### src/rtl/zdbg_uart_cmd_rx_pkg.sv
// Shared types and constants for the debug-UART command receiver.
// Frame checksum support is selected by ZDBG_RX_CHECKSUM_EN.
package zdbg_uart_cmd_rx_pkg;

   localparam int unsigned BYTE_W = 8;
   localparam int unsigned OP_W   = 3;
   localparam int unsigned EBR_AW = 10;
   localparam int unsigned EBR_DW = 16;

   localparam logic [BYTE_W-1:0] HDR0   = 8'h55;
   localparam logic [BYTE_W-1:0] HDR1   = 8'hAA;
   localparam logic [BYTE_W-1:0] CMD_WR = 8'h01;
   localparam logic [BYTE_W-1:0] CMD_OP = 8'h02;

   typedef enum logic [3:0] {
      PS_HUNT0,
      PS_HUNT1,
      PS_CMD,
      PS_P0,
      PS_P1,
      PS_P2,
      PS_P3,
      PS_CHK,
      PS_EXEC
   } parse_state_e;

endpackage

### src/rtl/zuart_rx_byte.sv
// 8N1 byte receiver: RxD synchroniser, mid-bit sampling and stop-bit check.
module zuart_rx_byte
   import zdbg_uart_cmd_rx_pkg::*;
#(
   parameter int unsigned Freq_divider = 24
) (
   input  logic              clk_i,
   input  logic              rst_ni,
   input  logic              rx_i,
   output logic [BYTE_W-1:0] byte_o,
   output logic              byte_vld_o,
   output logic              stop_err_o
);

   localparam int unsigned CNT_W = $clog2(Freq_divider);

   typedef enum logic [1:0] {RX_IDLE, RX_START, RX_DATA, RX_STOP} rx_state_e;

   rx_state_e         state_q;
   logic [1:0]        sync_q;
   logic              prev_q;
   logic [CNT_W-1:0]  cnt_q;
   logic [2:0]        bit_q;
   logic [BYTE_W-1:0] shift_q;
   logic              rxs;
   logic              fall;

   assign rxs  = sync_q[1];
   assign fall = prev_q & ~rxs;

   // Counter reloads put every sample in the middle of its bit cell.
   always_ff @(posedge clk_i) begin
      if (!rst_ni) begin
         sync_q     <= 2'b11;
         prev_q     <= 1'b1;
         state_q    <= RX_IDLE;
         cnt_q      <= '0;
         bit_q      <= '0;
         shift_q    <= '0;
         byte_o     <= '0;
         byte_vld_o <= 1'b0;
         stop_err_o <= 1'b0;
      end else begin
         sync_q     <= {sync_q[0], rx_i};
         prev_q     <= rxs;
         byte_vld_o <= 1'b0;
         stop_err_o <= 1'b0;
         case (state_q)
            RX_IDLE: begin
               if (fall) begin
                  state_q <= RX_START;
                  cnt_q   <= CNT_W'(Freq_divider / 2 - 1);
               end
            end
            RX_START: begin
               if (cnt_q != '0) begin
                  cnt_q <= cnt_q - CNT_W'(1);
               end else if (!rxs) begin
                  state_q <= RX_DATA;
                  cnt_q   <= CNT_W'(Freq_divider - 1);
                  bit_q   <= '0;
               end else begin
                  state_q <= RX_IDLE;
               end
            end
            RX_DATA: begin
               if (cnt_q != '0) begin
                  cnt_q <= cnt_q - CNT_W'(1);
               end else begin
                  shift_q <= {rxs, shift_q[BYTE_W-1:1]};
                  cnt_q   <= CNT_W'(Freq_divider - 1);
                  if (bit_q == 3'd7) begin
                     state_q <= RX_STOP;
                  end else begin
                     bit_q <= bit_q + 3'd1;
                  end
               end
            end
            RX_STOP: begin
               if (cnt_q != '0) begin
                  cnt_q <= cnt_q - CNT_W'(1);
               end else begin
                  state_q <= RX_IDLE;
                  if (rxs) begin
                     byte_o     <= shift_q;
                     byte_vld_o <= 1'b1;
                  end else begin
                     stop_err_o <= 1'b1;
                  end
               end
            end
            default: state_q <= RX_IDLE;
         endcase
      end
   end

endmodule

### src/rtl/zdbg_uart_cmd_rx.sv
// Debug-UART command receiver: parses 55 AA CMD P0..P3 [CHK] frames into EBR
// writes or op requests. ZDBG_RX_CHECKSUM_EN adds and verifies the CHK byte.
module zdbg_uart_cmd_rx
   import zdbg_uart_cmd_rx_pkg::*;
#(
   parameter int unsigned Freq_divider   = 24,
   parameter int unsigned Timeout_Cycles = 4800
) (
   input  logic              iClk,
   input  logic              iRst_N,
   input  logic              iDbgUART_RxD,
   output logic              oEBR_Wr_En,
   output logic [EBR_AW-1:0] oEBR_Wr_Addr,
   output logic [EBR_DW-1:0] oEBR_Wr_Data,
   output logic [OP_W-1:0]   oOp_Code,
   input  logic              iOp_Done,
   output logic              oRx_Err
);

   localparam int unsigned TMO_W = $clog2(Timeout_Cycles);

   logic [BYTE_W-1:0] rx_byte;
   logic              rx_vld;
   logic              rx_stop_err;

   zuart_rx_byte #(.Freq_divider(Freq_divider)) u_rx_byte (
      .clk_i      (iClk),
      .rst_ni     (iRst_N),
      .rx_i       (iDbgUART_RxD),
      .byte_o     (rx_byte),
      .byte_vld_o (rx_vld),
      .stop_err_o (rx_stop_err)
   );

   parse_state_e      state_q;
   logic [BYTE_W-1:0] cmd_q;
   logic [1:0]        p0_q;
   logic [BYTE_W-1:0] p1_q;
   logic [BYTE_W-1:0] p2_q;
`ifdef ZDBG_RX_CHECKSUM_EN
   logic [BYTE_W-1:0] p3_q;
   logic [BYTE_W-1:0] chk_q;
`endif
   logic [TMO_W-1:0]  tmo_q;

   logic [BYTE_W-1:0] last_p3;
   logic              chk_ok;
   logic              exec_hit;
   logic              tmo_run;
   logic              tmo_hit;
   logic              op_busy;

   // The frame's final byte triggers execution; P3 comes from the wire when it is last.
   always_comb begin
`ifdef ZDBG_RX_CHECKSUM_EN
      last_p3  = p3_q;
      chk_ok   = (chk_q == rx_byte);
      exec_hit = rx_vld && (state_q == PS_CHK);
`else
      last_p3  = rx_byte;
      chk_ok   = 1'b1;
      exec_hit = rx_vld && (state_q == PS_P3);
`endif
      tmo_run = (state_q == PS_CMD) || (state_q == PS_P0) || (state_q == PS_P1) ||
                (state_q == PS_P2)  || (state_q == PS_P3) || (state_q == PS_CHK);
      tmo_hit = tmo_run && (tmo_q == TMO_W'(Timeout_Cycles - 1));
      op_busy = (oOp_Code != '0);
   end

   always_ff @(posedge iClk) begin
      if (!iRst_N) begin
         state_q      <= PS_HUNT0;
         cmd_q        <= '0;
         p0_q         <= '0;
         p1_q         <= '0;
         p2_q         <= '0;
`ifdef ZDBG_RX_CHECKSUM_EN
         p3_q         <= '0;
         chk_q        <= '0;
`endif
         tmo_q        <= '0;
         oEBR_Wr_En   <= 1'b0;
         oEBR_Wr_Addr <= '0;
         oEBR_Wr_Data <= '0;
         oOp_Code     <= '0;
         oRx_Err      <= 1'b0;
      end else begin
         oEBR_Wr_En <= 1'b0;
         oRx_Err    <= 1'b0;
         tmo_q      <= (tmo_run && !rx_vld) ? tmo_q + TMO_W'(1) : '0;

         // Done clears first; a pending op (old value) blocks any new load.
         if (op_busy && iOp_Done) begin
            oOp_Code <= '0;
         end

         if (rx_stop_err) begin
            oRx_Err <= 1'b1;
            state_q <= PS_HUNT0;
         end else if (exec_hit) begin
            state_q <= PS_EXEC;
            if (!chk_ok) begin
               oRx_Err <= 1'b1;
            end else if (cmd_q == CMD_WR) begin
               oEBR_Wr_En   <= 1'b1;
               oEBR_Wr_Addr <= {p0_q, p1_q};
               oEBR_Wr_Data <= {p2_q, last_p3};
            end else if (cmd_q == CMD_OP) begin
               if (op_busy) begin
                  oRx_Err <= 1'b1;
               end else begin
                  oOp_Code <= last_p3[OP_W-1:0];
               end
            end else begin
               oRx_Err <= 1'b1;
            end
         end else if (tmo_hit && !rx_vld) begin
            state_q <= PS_HUNT0;
         end else begin
            case (state_q)
               PS_HUNT0: if (rx_vld && rx_byte == HDR0) state_q <= PS_HUNT1;
               PS_HUNT1: begin
                  if (rx_vld) begin
                     if (rx_byte == HDR1)      state_q <= PS_CMD;
                     else if (rx_byte != HDR0) state_q <= PS_HUNT0;
                  end
               end
               PS_CMD: begin
                  if (rx_vld) begin
                     cmd_q   <= rx_byte;
`ifdef ZDBG_RX_CHECKSUM_EN
                     chk_q   <= rx_byte;
`endif
                     state_q <= PS_P0;
                  end
               end
               PS_P0: begin
                  if (rx_vld) begin
                     p0_q    <= rx_byte[1:0];
`ifdef ZDBG_RX_CHECKSUM_EN
                     chk_q   <= chk_q ^ rx_byte;
`endif
                     state_q <= PS_P1;
                  end
               end
               PS_P1: begin
                  if (rx_vld) begin
                     p1_q    <= rx_byte;
`ifdef ZDBG_RX_CHECKSUM_EN
                     chk_q   <= chk_q ^ rx_byte;
`endif
                     state_q <= PS_P2;
                  end
               end
               PS_P2: begin
                  if (rx_vld) begin
                     p2_q    <= rx_byte;
`ifdef ZDBG_RX_CHECKSUM_EN
                     chk_q   <= chk_q ^ rx_byte;
`endif
                     state_q <= PS_P3;
                  end
               end
`ifdef ZDBG_RX_CHECKSUM_EN
               PS_P3: begin
                  if (rx_vld) begin
                     p3_q    <= rx_byte;
                     chk_q   <= chk_q ^ rx_byte;
                     state_q <= PS_CHK;
                  end
               end
               PS_CHK:  ;
`else
               PS_P3:   ;
`endif
               default: state_q <= PS_HUNT0;
            endcase
         end
      end
   end

endmodule

### config.mk
export PLATFORM = sky130hd
export DESIGN_NAME = zdbg_uart_cmd_rx
export DESIGN_NICKNAME = d
export VERILOG_FILES = /design/src/rtl/zdbg_uart_cmd_rx_pkg.sv /design/src/rtl/zuart_rx_byte.sv /design/src/rtl/zdbg_uart_cmd_rx.sv
export SDC_FILE = /design/constraint.sdc
export NUM_CORES = 1
export LEC_CHECK = 0
export BUFFER_PORTS_ARGS = -buffer_cell sky130_fd_sc_hd__buf_4
export CAP_MARGIN = 20
export CORE_MARGIN = 4
export CORE_UTILIZATION = 30
export DETAILED_ROUTE_END_ITERATION = 6
export GPL_TIMING_DRIVEN = 0
export MAX_ROUTING_LAYER = met4
export PLACE_DENSITY = 0.53
export SLEW_MARGIN = 15
export SYNTH_ARGS = -nofsm -noshare
export SYNTH_HDL_FRONTEND = slang
export SYNTH_SLANG_ARGS = --single-unit
### constraint.sdc
create_clock -name iClk -period 3.23 [get_ports iClk]
set_input_delay 0.646 -clock iClk [delete_from_list [all_inputs] [get_ports iClk]]
set_output_delay 0.646 -clock iClk [all_outputs]
set_load 0.02 [all_outputs]
* Word-level counts from Yosys, hierarchy flattened
Cells that the tools add are included.
** Word-level totals
- Logic and storage cells :: 151
- Output and inout bits :: 31
- Register bits after elaboration :: 105
** Operators by class
- Equal/unequal tests :: 41
- Bitwise operators :: 9
- $add $sub $neg :: 3
- Reductions and logical operators :: 34
- Mux-type cells :: 43
** Operators by type and width (count)
- 4-bit two-way mux :: 10
- 3-bit two-way mux :: 10
- 5-bit AND reduction :: 6
- 4-bit case mux with 7 select lines :: 1
- 5-bit two-way mux :: 5
- 5-bit case mux with 4 select lines :: 1
- 4-bit by 3-bit equality test with 1-bit output, second input constant :: 4
- 2-bit by 1-bit inequality test with 1-bit output, second input constant :: 8
- 4-bit by 2-bit inequality test with 1-bit output, second input constant :: 4
- 8-bit AND reduction :: 2
- 13-bit by 1-bit adder with 13-bit output, second input constant :: 1
- 13-bit equality test, second input constant :: 1
- 2-bit two-way mux :: 6
- 2-bit inequality test, second input constant :: 6
- 3-bit AND reduction :: 3
- 4-bit by 2-bit equality test with 1-bit output, second input constant :: 2
- 8-bit by 1-bit equality test with 1-bit output, second input constant :: 1
- 8-bit by 2-bit equality test with 1-bit output, second input constant :: 1
- 8-bit by 7-bit equality test with 1-bit output, second input constant :: 1
- 8-bit equality test, second input constant :: 1
- 1-bit two-way mux :: 8
- 8-bit by 7-bit inequality test with 1-bit output, second input constant :: 1
- 1-bit inverter :: 8
- 2-bit case mux with 4 select lines :: 1
- other kinds (25) :: 38

* Depth between registers and ports, before layout
- Depth after elaboration :: 10
- Gate-level depth with buffers :: 7
- Depth with buffers taken out :: 6

* Modules after synthesis
A second synthesis with hierarchy kept.
** Second synthesis, totals
- Cells, all modules :: 443
- Area, all modules :: 4294.1 sq um
** Modules (own cells, without submodules)
- zdbg_uart_cmd_rx :: cells an instance 294, instances 1, sequential area each 1481.4 sq um, area an instance 2926.6 sq um
- zuart_rx_byte :: cells an instance 149, instances 1, sequential area each 620.6 sq um, area an instance 1367.6 sq um

* Least setup slack after synthesis
No wires, ideal clock.
- Kind :: input to register
- Start :: in iRst_N
- End :: reg state_q[2]
- Path slack :: 1.448 ns
- Setup time :: 0.091 ns
- Arrival :: 1.691 ns
- Stages on the path :: 5
- Path through :: clkbuf_1 > inv_1 > a2111oi_2 > o41ai_1 > a311oi_1
** On the way
- Cells in the longest elaborated chain, start to end :: 2
** RTL lines
- start: declaration :: line zdbg_uart_cmd_rx.sv:10 : input logic iRst_N,
- 1-bit inverter (no source line)
- 4-bit OR reduction (no source line)
- end signal: assignment :: line zdbg_uart_cmd_rx.sv:72 : state_q <= PS_HUNT0;
- end signal: assignment :: line zdbg_uart_cmd_rx.sv:99 : state_q <= PS_HUNT0;
- end signal: assignment :: line zdbg_uart_cmd_rx.sv:101 : state_q <= PS_EXEC;
- end: declaration :: line zdbg_uart_cmd_rx.sv:35 : parse_state_e state_q;
No other way between the ends.
A chain may end at the register's enable or synchronous reset.

==> metrics.csv <==
metric;value;unit
status;finished, final reports clean;
# fillers;1532;
first-pass GRT wire length;17.1;mm
Pre-Repair DR Iteration Count;5;
setup ws final;1180;ps
critical path fanouts, max;10;
TNS Setup;0;ps
Setup crit start kind;input pin;
Core Region;14500;um^2
vias in the first global route;3448;
GR Util met3;3.34;%
met2 GRT Util;20.5;%
asr flop ratio synth;0;%
Die W;130;um
CP arrival;2330;ps
share of layout cells above drive strength 1;12.2;%
post-synthesis adder-cell area fraction;2.26;%
CP Capture Type;flip-flop;
nets;556;
global-route usage over all layers;13.2;%
Detailed Place HPWL;7.24;mm
final worst-path cycle share;63.4;%
Synth Area in Compound Gates;9.45;%
Die H;130;um
Clock Tree Root;clkbuf_16;
register area share after synthesis;47.4;%
postcts setup bufs;0;
post-synthesis cell type count;53;
Finished Core Util;36.0;%
Fin Hold WS;412;ps
Num CTS Buffers;9;
register bit count reported by yosys;105;
critical path class;input pin to flip-flop;
via-per-instance ratio;4.88;
CTS clk-pin slew, worst paths;70;ps
Mapped Avg Cell Area;8.87;um^2
RePlAce Congestion;0.822;
VDD IR max;0.277;mV
CTS Buffer Depth;2;
Initial DRC Count;224;
Worst R2R Path Depth;7;
Final Slew Violations;0;
Post-synth EDFFs;0;
Ant. Diodes;0;
slew margin rel.;56.2;%
wire per inst;13.9;um
Rows;44;
Starting Density;30.5;%
simple-gate portion of the synthesized area;24.6;%
Synthesized Nets;512;
H-tree depth;3;
mux contribution to synthesized area;10.6;%
FMAX;489;MHz
Hold Fails Final Rpt;0;
RSZ-0062 raised after global routing;false;
class of the worst hold path;flip-flop to flip-flop;
crit path time final;2050;ps
Pwr per Cell Area;523;nW/um^2
Layout area overhead;18.0;%
DR vias;3574;
max_cap viols;0;
worst slew pin tran;654;ps
LEAKAGE;0.00192;uW
grt peak-use layer;met2;
# hold bufs at CTS;0;
DRT Wirelength;10.2;mm
I/O Pins;35;
yosys warns;0;
final non-filler cell total;733;
port bufs;33;
Final ANT Viol Nets;0;
GRT overflow;0;
Syn Inst Count;500;
worst-skew pair later-pin latency;350;ps
Place WS;726;ps
required time worst endpoint;3510;ps
DRC errors left;0;
placed cells;717;
synthesized area;4440;um^2
initial antenna violation count;0;
largest family of logic cells by synthesized area;simple AND/OR/NAND/NOR gates;
TritonCTS Sinks;105;
xor/xnor share of the synthesized area;1.97;%
maximum number of pins on one net before global-route repair;18;
die area;16800;um^2
final setup violation count;0;
Post-Route Skew;10.8;ps
GRT met1 Usage;16.7;%
worst hold stages;1;
CTS tree;built;
top_reg_cell synth;dfxtp_1;
cts repair resizes;0;
[sequential cells by signal, summed over array words and instances (netlist names), 3 cells and up, named ones only]
| signal | flops |
|---|---|
| state_q | 4 |
| p1_q | 8 |
| oEBR_Wr_Data | 16 |
| tmo_q | 13 |
| oOp_Code | 3 |
| u_rx_byte.bit_q | 3 |
| u_rx_byte.byte_o | 8 |
| u_rx_byte.cnt_q | 5 |
| cmd_q | 8 |
| p2_q | 8 |
| oEBR_Wr_Addr | 10 |
| u_rx_byte.shift_q | 8 |
[per-layer routing]
metal | vias to the layer above | routed length [um]
li1 | 1816 | -
met3 | 15 | 400
met4 | 0 | 189
met5 | - | 0
met2 | 53 | 4640
met1 | 1690 | 4960
[where the power goes]
group / internal [uW] / total (uW) / switching, uW / leakage (uW)
clock network: 682 / 1170 / 492 / 0.000153
logic: 83.3 / 238 / 155 / 0.000917
registers: 1310 / 1320 / 14.3 / 0.000847
total: 2070 / 2740 / 661 / 0.00192
[worst paths after layout]
check,end,slack (ps),start
worst max-delay path,u_rx_byte.cnt_q[3],1180,iRst_N
worst min-delay path,u_rx_byte.sync_q[1],410,u_rx_byte.sync_q[0]
worst max register to register,u_rx_byte.bit_q[2],1330,u_rx_byte.cnt_q[0]
worst min register to register,u_rx_byte.sync_q[1],410,u_rx_byte.sync_q[0]
[stage by stage]
stage | total power (uW) | cell area (um^2)
after floorplan | 1530 | 4440
after global placement | 1590 | 4910
after detailed placement | 1590 | 4910
after CTS | 2760 | 5230
after global routing | 2860 | 5230
final | 2740 | 5230
[Yosys cell counts, drive strengths merged, types with 3 or more instances]
library cell  instances  area (um^2)
a21oi                37          189
and3                  4         25.0
buf                  11         66.3
clkbuf               20         75.1
dfxtp               105         2100
ha                    8          100
inv                   6         22.5
mux2i                46          460
nand2                95          357
nand2b                9         56.3
nand3                30          150
nand3b                6         45.0
nand4                 6         37.5
nand4b                3         26.3
nor2                 43          169
nor3                  9         50.1
nor4b                 3         32.5
o21ai                12         60.1
or3                   5         31.3
xnor2                 3         26.3
xor2                  7         61.3
[logic make-up after synthesis]
group | count (synthesis)
and+or+nand+nor | 225
adders and majority gates | 8
AOI/OAI and AO/OA | 68
buffers and inverters | 37
xor gates and xnor gates | 10
DFF | 105
muxes | 47
[layout make-up]
type | count | area [um^2] | share of cell area, %
multi-input cells | 358 | 2170 | 41.5
flip-flops and latches | 105 | 2100 | 40.2
repair buffers | 33 | 248 | 4.73
well taps | 184 | 230 | 4.40
clock buffers | 10 | 229 | 4.38
plain buffers | 31 | 141 | 2.70
clock inverters | 6 | 90.1 | 1.72
inverters | 6 | 22.5 | 0.430
[placed cells by master, fill, tap and decap left out, drive strengths merged, types with 2 or more instances in the layout]
| cell | n |
|---|---|
| xor2 | 7 |
| a21oi | 37 |
| nor2b | 2 |
| clkinv | 2 |
| or4b | 2 |
| nand2b | 9 |
| nand4b | 3 |
| nand3 | 30 |
| nor3 | 9 |
| and4 | 2 |
| buf | 44 |
| nand2 | 95 |
| dfxtp | 105 |
| ha | 8 |
| nand3b | 6 |
| clkbuf | 30 |
| nand4 | 6 |
| o31a | 2 |
| nor4bb | 2 |
| nor2 | 43 |
| bufinv | 2 |
| a211oi | 2 |
| inv | 7 |
| xnor2 | 3 |
| mux2i | 46 |
| and3 | 4 |
| o21ai | 12 |
| or3 | 5 |
| a32o | 2 |
| nor4b | 3 |
[worst max-delay path: stages]
cell and delay [ps]:
clkbuf_1 430, clkbuf_1 490, clkbuf_1 460, o21ai_0 160
a21oi_1 140
Note: power is estimated with default switching activity, not from simulation.
